## src/rtl/rrat.sv

```systemverilog
// Retirement register alias table: committed ARF->PRF map and committed PRF free list.
module rrat #(
  parameter int unsigned ARF_width = 5,
  parameter int unsigned PRF_size  = 64,
  parameter int unsigned PRF_width = 6
) (
  input  logic                    clock,
  input  logic                    reset,
  input  logic [ARF_width-1:0]    ROB_ARF_num_in,
  input  logic [PRF_width-1:0]    ROB_PRF_num_in,
  input  logic                    ROB_commit_in,
  output logic [PRF_size-1:0]     RRAT_PRF_FL_out,
  output logic [32*PRF_width-1:0] RRAT_copy_out,
  output logic [PRF_width-1:0]    RRAT_free_PRF_num_out
);

  localparam int unsigned ARF_count = 32;

  // The first ARF_count PRFs start out mapped, the rest start free.
  localparam logic [PRF_size-1:0] FL_reset =
    {{(PRF_size-ARF_count){1'b1}}, {ARF_count{1'b0}}};

  logic [PRF_width-1:0] map_q [ARF_count];
  logic [PRF_size-1:0]  free_q;
  logic [PRF_width-1:0] old_prf;

  // Mapping being displaced by the retiring instruction.
  assign old_prf = map_q[ROB_ARF_num_in];

  // Map and free-list update; the clear of the new PRF is written last so it
  // wins when the new PRF equals the displaced one.
  always_ff @(posedge clock) begin
    if (reset) begin
      for (int i = 0; i < ARF_count; i++) begin
        map_q[i] <= PRF_width'(i);
      end
      free_q <= FL_reset;
    end else if (ROB_commit_in) begin
      map_q[ROB_ARF_num_in] <= ROB_PRF_num_in;
      free_q[old_prf]       <= 1'b1;
      free_q[ROB_PRF_num_in] <= 1'b0;
    end
  end

  // Flatten the map for restore by the front-end RAT.
  for (genvar g = 0; g < ARF_count; g++) begin : g_copy
    assign RRAT_copy_out[g*PRF_width +: PRF_width] = map_q[g];
  end

  assign RRAT_PRF_FL_out       = free_q;
  assign RRAT_free_PRF_num_out = old_prf;

endmodule

```

## config.mk

```make
export PLATFORM = sky130hd
export DESIGN_NAME = rrat
export DESIGN_NICKNAME = d
export VERILOG_FILES = /design/src/rtl/rrat.sv
export SDC_FILE = /design/constraint.sdc
export NUM_CORES = 1
export LEC_CHECK = 0
export ABC_AREA = 1
export BUFFER_PORTS_ARGS = -buffer_cell sky130_fd_sc_hd__buf_2
export CAP_MARGIN = 10
export CORE_MARGIN = 2
export CORE_UTILIZATION = 54
export CTS_CLUSTER_SIZE = 8
export DETAILED_ROUTE_END_ITERATION = 10
export GPL_ROUTABILITY_DRIVEN = 0
export GPL_TIMING_DRIVEN = 0
export PLACE_DENSITY = 0.8
export SYNTH_ARGS = -nofsm -noshare
export SYNTH_HDL_FRONTEND = slang
export SYNTH_SLANG_ARGS = --single-unit
```

## constraint.sdc

```tcl
create_clock -name clock -period 2.5 [get_ports clock]
set_input_delay 0.5 -clock clock [delete_from_list [all_inputs] [get_ports clock]]
set_output_delay 0.5 -clock clock [all_outputs]
set_load 0.005 [all_outputs]
```

== Yosys cells after proc, flatten, opt, wreduce, memory -nomap -nowiden ==
Memories as Yosys holds them, arrays and structs flattened.
Index checks and enable logic that the tools add are counted.
Widths: inputs -> output; s select.

* Memories kept: 1
* Bits in registers: 64
* Output and inout bits: 262
* Logic and storage cells: 24
* Bits of input ports: 14
* Bits in writable memories: 192

{| class="wikitable"
|+ Memory list
! memory !! depth !! bits a word !! read ports !! clocked after memory_dff !! write ports !! line !! text
|-
| map_q || 32 || 6 || 33 || 0 || 32 || 23 || <nowiki>logic [PRF_width-1:0] map_q [ARF_count];</nowiki>
|}

* Bitwise gates (word level): 3
* Reduce and logical (&&, ||, !) cells: 3
* Magnitude comparators: 4
* Muxes and demuxes: 12

{| class="wikitable"
|+ Operators with widths
! cell !! count
|-
| $and 64x64->64 || 1
|-
| $not 64->64 || 1
|-
| $or 64x64->64 || 1
|-
| $lt 6x7->1 const B || 2
|-
| $demux 1 s6 || 2
|-
| $ge 6x1->1 const B || 2
|-
| $mux 1 || 8
|-
| $mux 6 || 1
|-
| $reduce_or 6->1 || 1
|-
| $mux 5 || 1
|-
| $logic_and 1x1->1 || 2
|}

== Logic depth before layout (Yosys ltp) ==
Gate-level depths: netlist of the first run.
An unclocked memory read counts as a cell.

* Depth in word-level cells: 7
* Gate-level depth with buffers: 19
* Mapped depth without buffers: 16

== Least setup slack after synthesis of the first run ==
No wires, ideal clock.

* Kind: input to register
* From: input port ROB_ARF_num_in[0]
* To: register free_q[56] (netlist: RRAT_PRF_FL_out[56])
* Data arrival time: 1972 ps
* Path slack: 410 ps
* Buffers on the path: 3
* Stages on the path: 15
* Setup time: 119 ps
* Data required time: 2381 ps
* Cell sequence: buf_4 -> buf_4 -> buf_2 -> nand2_1 -> nand2_1 -> nand2_1 -> nand3_1 -> nand2_1 -> nand2_1 -> nor2_1 -> nand2_2 -> nand3_1 -> nor2_1 -> o21ai_0 -> nand2_1

* Longest elaborated chain between the ends: 7
* Elaborated cells between the ends (all ways): 8
* Those cells by class: order compare: 2; mux: 2; bitwise: 2; reduce/logical: 1; memory: 1

{| class="wikitable"
|+ RTL lines
! what !! line !! text
|-
| from (decl) || 9 || <nowiki>input logic [ARF_width-1:0] ROB_ARF_num_in,</nowiki>
|-
| $mem_v2 32x6 * || -- ||
|-
| net RRAT_free_PRF_num_out[5] || 14 || <nowiki>output logic [PRF_width-1:0] RRAT_free_PRF_num_out</nowiki>
|-
| $lt 6x7->1 (not written as such) / $ge 6x1->1 (equally long branches) || 40 || <nowiki>free_q[old_prf] <= 1'b1;</nowiki>
|-
| $logic_and 1x1->1 (not written as such) || 40 ||
|-
| $mux 1 (not written as such) || 40 ||
|-
| $demux 1 s6 * || 40 ||
|-
| $or 64x64->64 (no source line) * || -- ||
|-
| $and 64x64->64 (no source line) * || -- ||
|-
| to (signal assigned) || 37 || <nowiki>free_q <= FL_reset;</nowiki>
|-
| to (decl) || 24 || <nowiki>logic [PRF_size-1:0] free_q;</nowiki>
|}

The timed path passes the listed nets; every way through them passes the cells marked *.
A chain may end at the register's enable or synchronous reset.

== Worst setup path in the final report of the first run ==
* From: input port ROB_ARF_num_in[0]
* To: output port RRAT_free_PRF_num_out[3]

* Longest elaborated chain between the ends: 1

{| class="wikitable"
|+ RTL lines
! what !! line
|-
| $mem_v2 32x6 || --
|-
| to (decl) || 14
|}

Every way passes these cells.

==> metrics.md, run 1 <==
| Metric | Value |
|---|---|
| Status | `finished, violations left` |
| Failing checks | `negative setup slack` |
| First-pass GRT wire length | `65400 µm` |
| Layout Cells excl Fill | `2115` |
| Simple-gate area share of the yosys netlist | `0.310` |
| Worst Hold End | `RRAT_PRF_FL_out[49]$_SDFFE_PP1P_` |
| Largest net degree at the start of global routing | `11` |
| Hold Buf Count CTS | `0` |
| Power Internal | `7.94 mW` |
| Initial DRC Count | `1923` |
| DIE WIDTH | `154 µm` |
| Worst-path cell chain | `buf_4, inv_2, buf_6, buf_8, nand2_1, nand2_1, nand2_1, nand3_1, nand2_1, nand2_1, nor2_1, nand3_2, buf_2` |
| Remaining antenna violation count | `0` |
| Fin crit period | `2.56 ns` |
| Top cell type by total area after synthesis | `edfxtp_1` |
| TritonCTS clock tree | `yes` |
| Mean Syn Cell Area | `8.11 µm²` |
| Post-synthesis net count | `1505` |
| Post-Syn Area | `0.0121 mm²` |
| Compound-Gate Fraction of Synth Area | `0.0538` |
| Worst R2R Path Depth | `15` |
| Final Hold Vio Count | `0` |
| CP Class | `in2out` |
| Worst hold path startpoint | `ROB_PRF_num_in[2]` |
| Routed WL | `45800 µm` |
| Gr usage total | `0.370` |
| Tcrit/Tclk final | `1.03` |
| IR drop worst, VDD | `0.000422 V` |
| Routed len/inst | `21.7 µm` |
| Hold slack | `0.431 ns` |
| Max_cap viols | `0` |
| Power per cell area | `719 mW/mm²` |
| # placed instances | `2045` |
| Crit Reg-Reg Startpoint | `map_q[24][3]$_SDFFCE_PN1P_` |
| Vias post-DR | `12400` |
| Placement Rows | `54` |
| CP delay by family, top | `simple AND/OR/NAND/NOR gates` |
| Asr flop ratio synth | `0` |
| CTS Root Cell | `clkbuf_16` |
| Hold Path Depth | `5` |
| Setup Skew | `0.0240 ns` |
| DP HPWL | `32000 µm` |
| Sequential share of the synthesized area | `0.583` |
| Core Footprint | `0.0219 mm²` |
| Synth area leaders | `edfxtp_1 (48%), nand2_1 (20%), dfxtp_1 (11%), nor2_1 (7.2%), a21oi_1 (2.6%)` |
| Mux contribution to synthesized area | `0` |
| Worst Tran Pin Value | `1.17 ns` |
| Switching Share | `0.270` |
| Fill count | `1766` |
| Yosys cell types | `26` |
| NumNets Final | `1829` |
| Worst rel slew slack | `0.214` |
| Clock slew at reported path FFs | `0.05 ns` |
| TritonCTS buffer count | `37` |
| FF-to-FF setup slack | `0.25 ns` |
| Congestion Overflow GR | `0` |
| Critical Path Sink Type | `primary output` |
| Crit-path slowest cell | `buf_2` |
| Worst EP arrival | `2.06 ns` |
| Initial antenna violation count | `1` |
| Residual DRC count | `0` |
| RSZ-0062 raised after global routing | `yes` |
| Clock network power share | `0.418` |
| Most used cell, CP | `nand2_1` |
| Worst Path Buf+Inv | `5` |
| Crit path max fanout | `10` |
| Number of top-level pins | `276` |
| Main flop type after synthesis | `edfxtp_1` |
| Fin. max-slew vios | `0` |
| Register bit total from synthesis | `256` |
| Height of the die | `154 µm` |
| Sw power | `2.94 mW` |
| Fmax | `0.390 GHz` |
| Critical path data required time | `2.00 ns` |
| Vias per Instance | `5.85` |
| Max stage delay on crit path | `0.19 ns` |
| First-pass detailed-route iteration total | `8` |
| Final worst slack | `-0.0637 ns` |
| Lkg Pwr | `6.76 nW` |
| Worst slack, placed | `-0.490 ns` |
| Port buffer count | `274` |
| Combinational power share | `0.127` |
| XOR/XNOR share of the synthesized area | `0` |
| Max clock buf depth | `3` |
| Cells after Synth | `1491` |
| Die area | `0.0236 mm²` |
| Initial Util | `0.552` |
| Post-synth EDFFs | `192` |
| Flop pwr share | `0.455` |
| Clock Sinks | `256` |
| Ys Warns | `0` |
| Critical Path Start Type | `input port` |
| Post-synth top area share | `0.477` |
| Worst min-delay path class | `in2reg` |
| Worst setup startpoint | `ROB_ARF_num_in[0]` |
| Final setup viols | `2` |
| Clock Latency Late Sink | `0.53 ns` |
| Vias in the first global route | `11400` |
| RR Endpoint | `RRAT_PRF_FL_out[34]$_SDFFE_PP1P_` |
| Largest family of logic cells by synthesized area | `simple AND/OR/NAND/NOR gates` |
| Sum Neg Setup Slack | `-0.0657 ns` |
| Layout cells sized above 1 | `0.222` |
| Area Growth Syn to Fin | `25.1%` |
| Post-Synth Adder-Cell Area | `0` |
| H-tree levels | `2` |
-- worst reg2reg max path: cells and delay by family (launching register included) --
| family | cells | cell delay [ns] |
|---|---|---|
| DFF | 1 | 0.41 |
| and+or+nand+nor | 13 | 1.54 |
| buffers and inverters | 2 | 0.24 |
-- Yosys cell counts (5+ instances only) --
library cell,instances
buf_2,14
nor2_2,10
clkinv_1,5
o21bai_1,10
inv_2,12
nor2_1,232
nand2_1,636
clkbuf_1,41
o21ai_0,49
nand3_1,31
inv_1,79
nand3_2,6
nor3_1,24
edfxtp_1,192
a21oi_1,64
dfxtp_1,64
-- layer usage --
layer	part of all wire	global-route usage	wire length (µm)	vias up
li1	-	-	-	5427
met1	0.34	0.477	15800	5610
met2	0.43	0.553	19700	1080
met3	0.16	0.120	7190	257
met4	0.069	0.210	3160	0
met5	0	0	0	-
-- sequential cells by signal, summed over array words and instances, names as in the netlist --
| name | count |
|---|---|
| map_q | 192 |
| RRAT_PRF_FL_out | 64 |
-- worst max-delay path by stage --
stage,to,slack [ns],depth (start not counted)
2_1_floorplan,RRAT_PRF_FL_out[56]$_SDFFE_PP1P_,0.41,15
3_3_place_gp,map_q[13][4]$_SDFFCE_PN0P_,-0.48,8
3_5_place_dp,map_q[25][4]$_SDFFCE_PN1P_,-0.49,8
4_1_cts,RRAT_free_PRF_num_out[3],-0.008,8
5_1_grt,RRAT_free_PRF_num_out[5],-0.05,13
6_report,RRAT_free_PRF_num_out[3],-0.06,13
-- cell usage in the layout (no fill, tap or decap), types with 4 or more instances in the layout --
master	instances
nand2_2	6
a21oi_1	64
nor2_1	226
nand3_1	31
o21bai_1	10
nor2_4	4
inv_1	78
nor3_2	8
buf_2	276
clkinv_1	5
clkbuf_16	37
nand3_2	6
nand2_1	633
buf_4	18
nand4_1	4
o21ai_0	49
dfxtp_1	64
clkbuf_1	52
nor2_2	13
clkbuf_4	5
buf_6	8
edfxtp_1	192
nor3_1	16
inv_2	13
-- area by class of cell --
| type | count | area, µm² | area share |
|---|---|---|---|
| Inverter | 96 | 360 | 0.0238 |
| Clock inverter | 3 | 37.5 | 0.00248 |
| Clock buffer | 55 | 993 | 0.0657 |
| Timing Repair Buffer | 285 | 1450 | 0.0961 |
| Antenna cell | 1 | 2.50 | 0.000165 |
| Sequential cell | 256 | 7050 | 0.466 |
| Tap cell | 280 | 350 | 0.0232 |
| Multi-Input combinational cell | 1076 | 4480 | 0.296 |
| Buffer | 63 | 398 | 0.0263 |
-- per-stage QoR --
| step | total power [mW] | util | instance area, µm² |
|---|---|---|---|
| 2_1_floorplan | 5.63 | - | 12100 |
| 3_3_place_gp | 6.22 | 0.631 | 13800 |
| 3_5_place_dp | 6.25 | 0.631 | 13800 |
| 4_1_cts | 10.7 | 0.681 | 14900 |
| 5_1_grt | 11.1 | 0.691 | 15100 |
| 6_report | 10.9 | 0.691 | 15100 |
-- power by group through the flow --
| stage | Sequential [mW] | Clock (mW) | Combinational [mW] |
|---|---|---|---|
| final | 4.95 | 4.55 | 1.38 |
| after global routing | 4.95 | 4.71 | 1.46 |
| after CTS | 4.94 | 4.51 | 1.26 |
| after detailed placement | 5.01 | 0 | 1.24 |
| after global placement | 5.01 | 0 | 1.21 |
| after floorplan | 4.99 | 0 | 0.641 |
-- cells by family after synthesis --
| logic type | after synthesis |
|---|---|
| AOI/OAI and AO/OA | 125 |
| DFF | 256 |
| and+or+nand+nor | 951 |
| buffers and inverters | 159 |
-- repair_timing --
action	CTS	global route
setup endpoints to repair	6	6
cloned	0	0
setup buffers	0	11
resized for setup	26	43
pin swaps	0	1
Power figures use the tool's default switching activity.
==> inputs of run 2 (changes only) <==
--- a/config.mk
+++ b/config.mk
@@ -9,12 +9,13 @@
 export BUFFER_PORTS_ARGS = -buffer_cell sky130_fd_sc_hd__buf_2
 export CAP_MARGIN = 10
 export CORE_MARGIN = 2
-export CORE_UTILIZATION = 54
+export CORE_UTILIZATION = 55
+export CTS_BUF_LIST = sky130_fd_sc_hd__clkbuf_4
 export CTS_CLUSTER_SIZE = 8
 export DETAILED_ROUTE_END_ITERATION = 10
 export GPL_ROUTABILITY_DRIVEN = 0
 export GPL_TIMING_DRIVEN = 0
-export PLACE_DENSITY = 0.8
+export PLACE_DENSITY = 0.81
 export SYNTH_ARGS = -nofsm -noshare
 export SYNTH_HDL_FRONTEND = slang
 export SYNTH_SLANG_ARGS = --single-unit
==> metrics.md, run 2 (synthesized netlist as in run 1, its figures left out) <==
| Metric | Value |
|---|---|
| Vias per Instance | `5.82 (-0.55%)` |
| Combinational power share | `0.149 (+0.022)` |
| Sum Neg Setup Slack | `-0.0707 ns (-0.00502 ns)` |
| Max_cap viols | `0 (unchanged)` |
| TritonCTS buffer count | `60 (+62%)` |
| Crit path max fanout | `10 (unchanged)` |
| Fin. max-slew vios | `0 (unchanged)` |
| Largest net degree at the start of global routing | `16 (+5)` |
| Fill count | `1688 (-4.4%)` |
| Layout cells sized above 1 | `0.274 (+0.0524)` |
| Placement Rows | `54 (unchanged)` |
| Clock slew at reported path FFs | `0.06 ns (about the same)` |
| Tcrit/Tclk final | `1.02 (-0.00560)` |
| Clock Sinks | `256 (unchanged)` |
| DIE WIDTH | `152 µm (-0.89%)` |
| Worst min-delay path class | `in2reg` |
| Congestion Overflow GR | `0 (unchanged)` |
| Biggest register | `map_q` |
| Power per cell area | `641 mW/mm² (-11%)` |
| Area Growth Syn to Fin | `25.8%` |
| Worst rel slew slack | `0.227 (+0.0133)` |
| Routed WL | `45300 µm (-1.0%)` |
| Initial DRC Count | `1901 (-1.1%)` |
| Power Internal | `6.92 mW (-13%)` |
| Clock Latency Late Sink | `0.73 ns (+0.20 ns)` |
| NumNets Final | `1890 (+3.3%)` |
| Core Footprint | `0.0217 mm² (-0.93%)` |
| Commonest non-fill, non-tap cell in the layout | `nand2_1` |
| Worst R2R Path Depth | `16 (+1)` |
| Commonest non-fill, non-tap cells in the layout | `nand2_1 (607), buf_2 (279), nor2_1 (223)` |
| Most used cell, CP | `buf_2` |
| RSZ-0062 raised after global routing | `yes` |
| Final worst slack | `-0.0497 ns (+0.0140 ns)` |
| CP delay by family, top | `buffers and inverters` |
| H-tree levels | `2 (unchanged)` |
| Clock network power share | `0.347 (-0.071)` |
| Final Hold Vio Count | `0 (unchanged)` |
| Critical path data required time | `2.00 ns (about the same)` |
| DP HPWL | `31700 µm (-1.1%)` |
| Lkg Pwr | `6.92 nW (+2.3%)` |
| Flop pwr share | `0.505 (+0.050)` |
| Vias in the first global route | `11400 (+0.40%)` |
| CP Class | `in2out` |
| Gr usage total | `0.369 (-0.00126)` |
| Critical Path Start Type | `input port` |
| Max clock buf depth | `3 (unchanged)` |
| Max stage delay on crit path | `0.38 ns (+0.19 ns)` |
| Worst Path Buf+Inv | `4 (-1)` |
| Crit-path slowest cell | `buf_2` |
| First-pass GRT wire length | `64800 µm (-0.83%)` |
| Status | `finished, violations left` |
| Height of the die | `152 µm (-0.89%)` |
| Hold Buf Count CTS | `0 (unchanged)` |
| Switching Share | `0.290 (+0.0204)` |
| Max reg flops | `192 (unchanged)` |
| Final setup viols | `3 (+1)` |
| TritonCTS clock tree | `yes` |
| Critical Path Sink Type | `primary output` |
| Layout Cells excl Fill | `2208 (+4.4%)` |
| Setup Skew | `0.0433 ns (+0.0193 ns)` |
| Number of top-level pins | `276 (unchanged)` |
| Crit Reg-Reg Startpoint | `map_q[12][0]$_SDFFCE_PN0P_` |
| Failing checks | `negative setup slack` |
| Routed len/inst | `20.5 µm (-5.2%)` |
| Initial Util | `0.558 (+0.00516)` |
| Worst Setup EP | `RRAT_free_PRF_num_out[2]` |
| Worst setup startpoint | `ROB_ARF_num_in[1]` |
| Initial antenna violation count | `3 (+2)` |
| RR Endpoint | `RRAT_PRF_FL_out[34]$_SDFFE_PP1P_` |
| Die area | `0.0232 mm² (-1.8%)` |
| Fin crit period | `2.55 ns (-0.0140 ns)` |
| Pwr Total | `9.76 mW (-10%)` |
| Sw power | `2.83 mW (-3.6%)` |
| Remaining antenna violation count | `0 (unchanged)` |
| Port buffer count | `274 (unchanged)` |
| IR drop worst, VDD | `0.000354 V (-16%)` |
| FF-to-FF setup slack | `0.30 ns (+0.05 ns)` |
| Fmax | `0.392 GHz (+0.55%)` |
| Worst Tran Pin Value | `1.15 ns (-0.0198 ns)` |
| Worst EP arrival | `2.05 ns (about the same)` |
| First-pass detailed-route iteration total | `9 (+1)` |
| Crit. path cell count | `10 (-3)` |
| # placed instances | `2045 (unchanged)` |
| Worst-path cell chain | `buf_2, clkbuf_2, buf_2, nand2_1, nand2_1, nand2_2, nand2_2, nor2_4, nand2_4, buf_2` |
| Residual DRC count | `0 (unchanged)` |
| Vias post-DR | `12800 (+3.8%)` |
| CTS Root Cell | `clkbuf_4` |
## run 2: tightest hold or removal path: cells and delay by family
kind | cells | cell delay [ns]
buffers and inverters | 1 | 0.18
and+or+nand+nor | 2 | 0.15
AOI/OAI and AO/OA | 1 | 0.10
## run 2: area by class of cell
cell class                      count  area, µm²  area share
Sequential cell                   256       7050       0.463
Inverter                           96        360      0.0237
Tap cell                          280        350      0.0230
Multi-Input combinational cell   1076       4610       0.303
Clock buffer                       86        646      0.0424
Buffer                             63        318      0.0209
Antenna cell                        3       7.51    0.000494
Timing Repair Buffer              323       1750       0.115
Clock inverter                     25        123     0.00806
## run 2: worst min-delay path by stage
stage,from,end,slack (ns),cells past startpoint
finish,reset,RRAT_PRF_FL_out[51]$_SDFFE_PP1P_,0.24,4
global route,ROB_PRF_num_in[0],RRAT_PRF_FL_out[50]$_SDFFE_PP1P_,0.25,5
CTS,reset,RRAT_PRF_FL_out[51]$_SDFFE_PP1P_,0.22,4
detailed placement,RRAT_PRF_FL_out[31]$_SDFFE_PP0P_,RRAT_PRF_FL_out[31]$_SDFFE_PP0P_,0.46,2
global placement,RRAT_PRF_FL_out[19]$_SDFFE_PP0P_,RRAT_PRF_FL_out[19]$_SDFFE_PP0P_,0.45,2
floorplan,RRAT_PRF_FL_out[0]$_SDFFE_PP0P_,RRAT_PRF_FL_out[0]$_SDFFE_PP0P_,0.46,2
## run 2: metal layers
| metal | share of wire | GRT usage |
|---|---|---|
| met3 | 0.16 | 0.121 |
| met4 | 0.068 | 0.199 |
| met5 | 0 | 0 |
| met2 | 0.42 | 0.557 |
| met1 | 0.35 | 0.476 |
## run 2: power groups by stage
stage	combinational (mW)	sequential [mW]	clock, mW
after floorplan	0.641	4.99	0
after global placement	1.21	5.01	0
after detailed placement	1.23	5.01	0
after CTS	1.28	4.92	3.34
after global routing	1.52	4.93	3.55
final	1.45	4.93	3.38
## run 2: metrics by stage
stage	cell area (µm²)	hold WS, ns	utilization	worst slack, ns
after floorplan	12100	0.460	-	0.410
after global placement	13800	0.447	0.637	-0.496
after detailed placement	13800	0.456	0.637	-0.564
after CTS	14800	0.223	0.680	-0.0304
after global routing	15200	0.251	0.701	-0.0461
final	15200	0.242	0.701	-0.0497
## run 2: repair_timing
item,CTS,global route
setup buffers,13,36
hold endpoints to repair,0,0
gates resized for setup,28,54
setup endpoints to repair,6,6
pin swaps,6,22
gates cloned,0,0
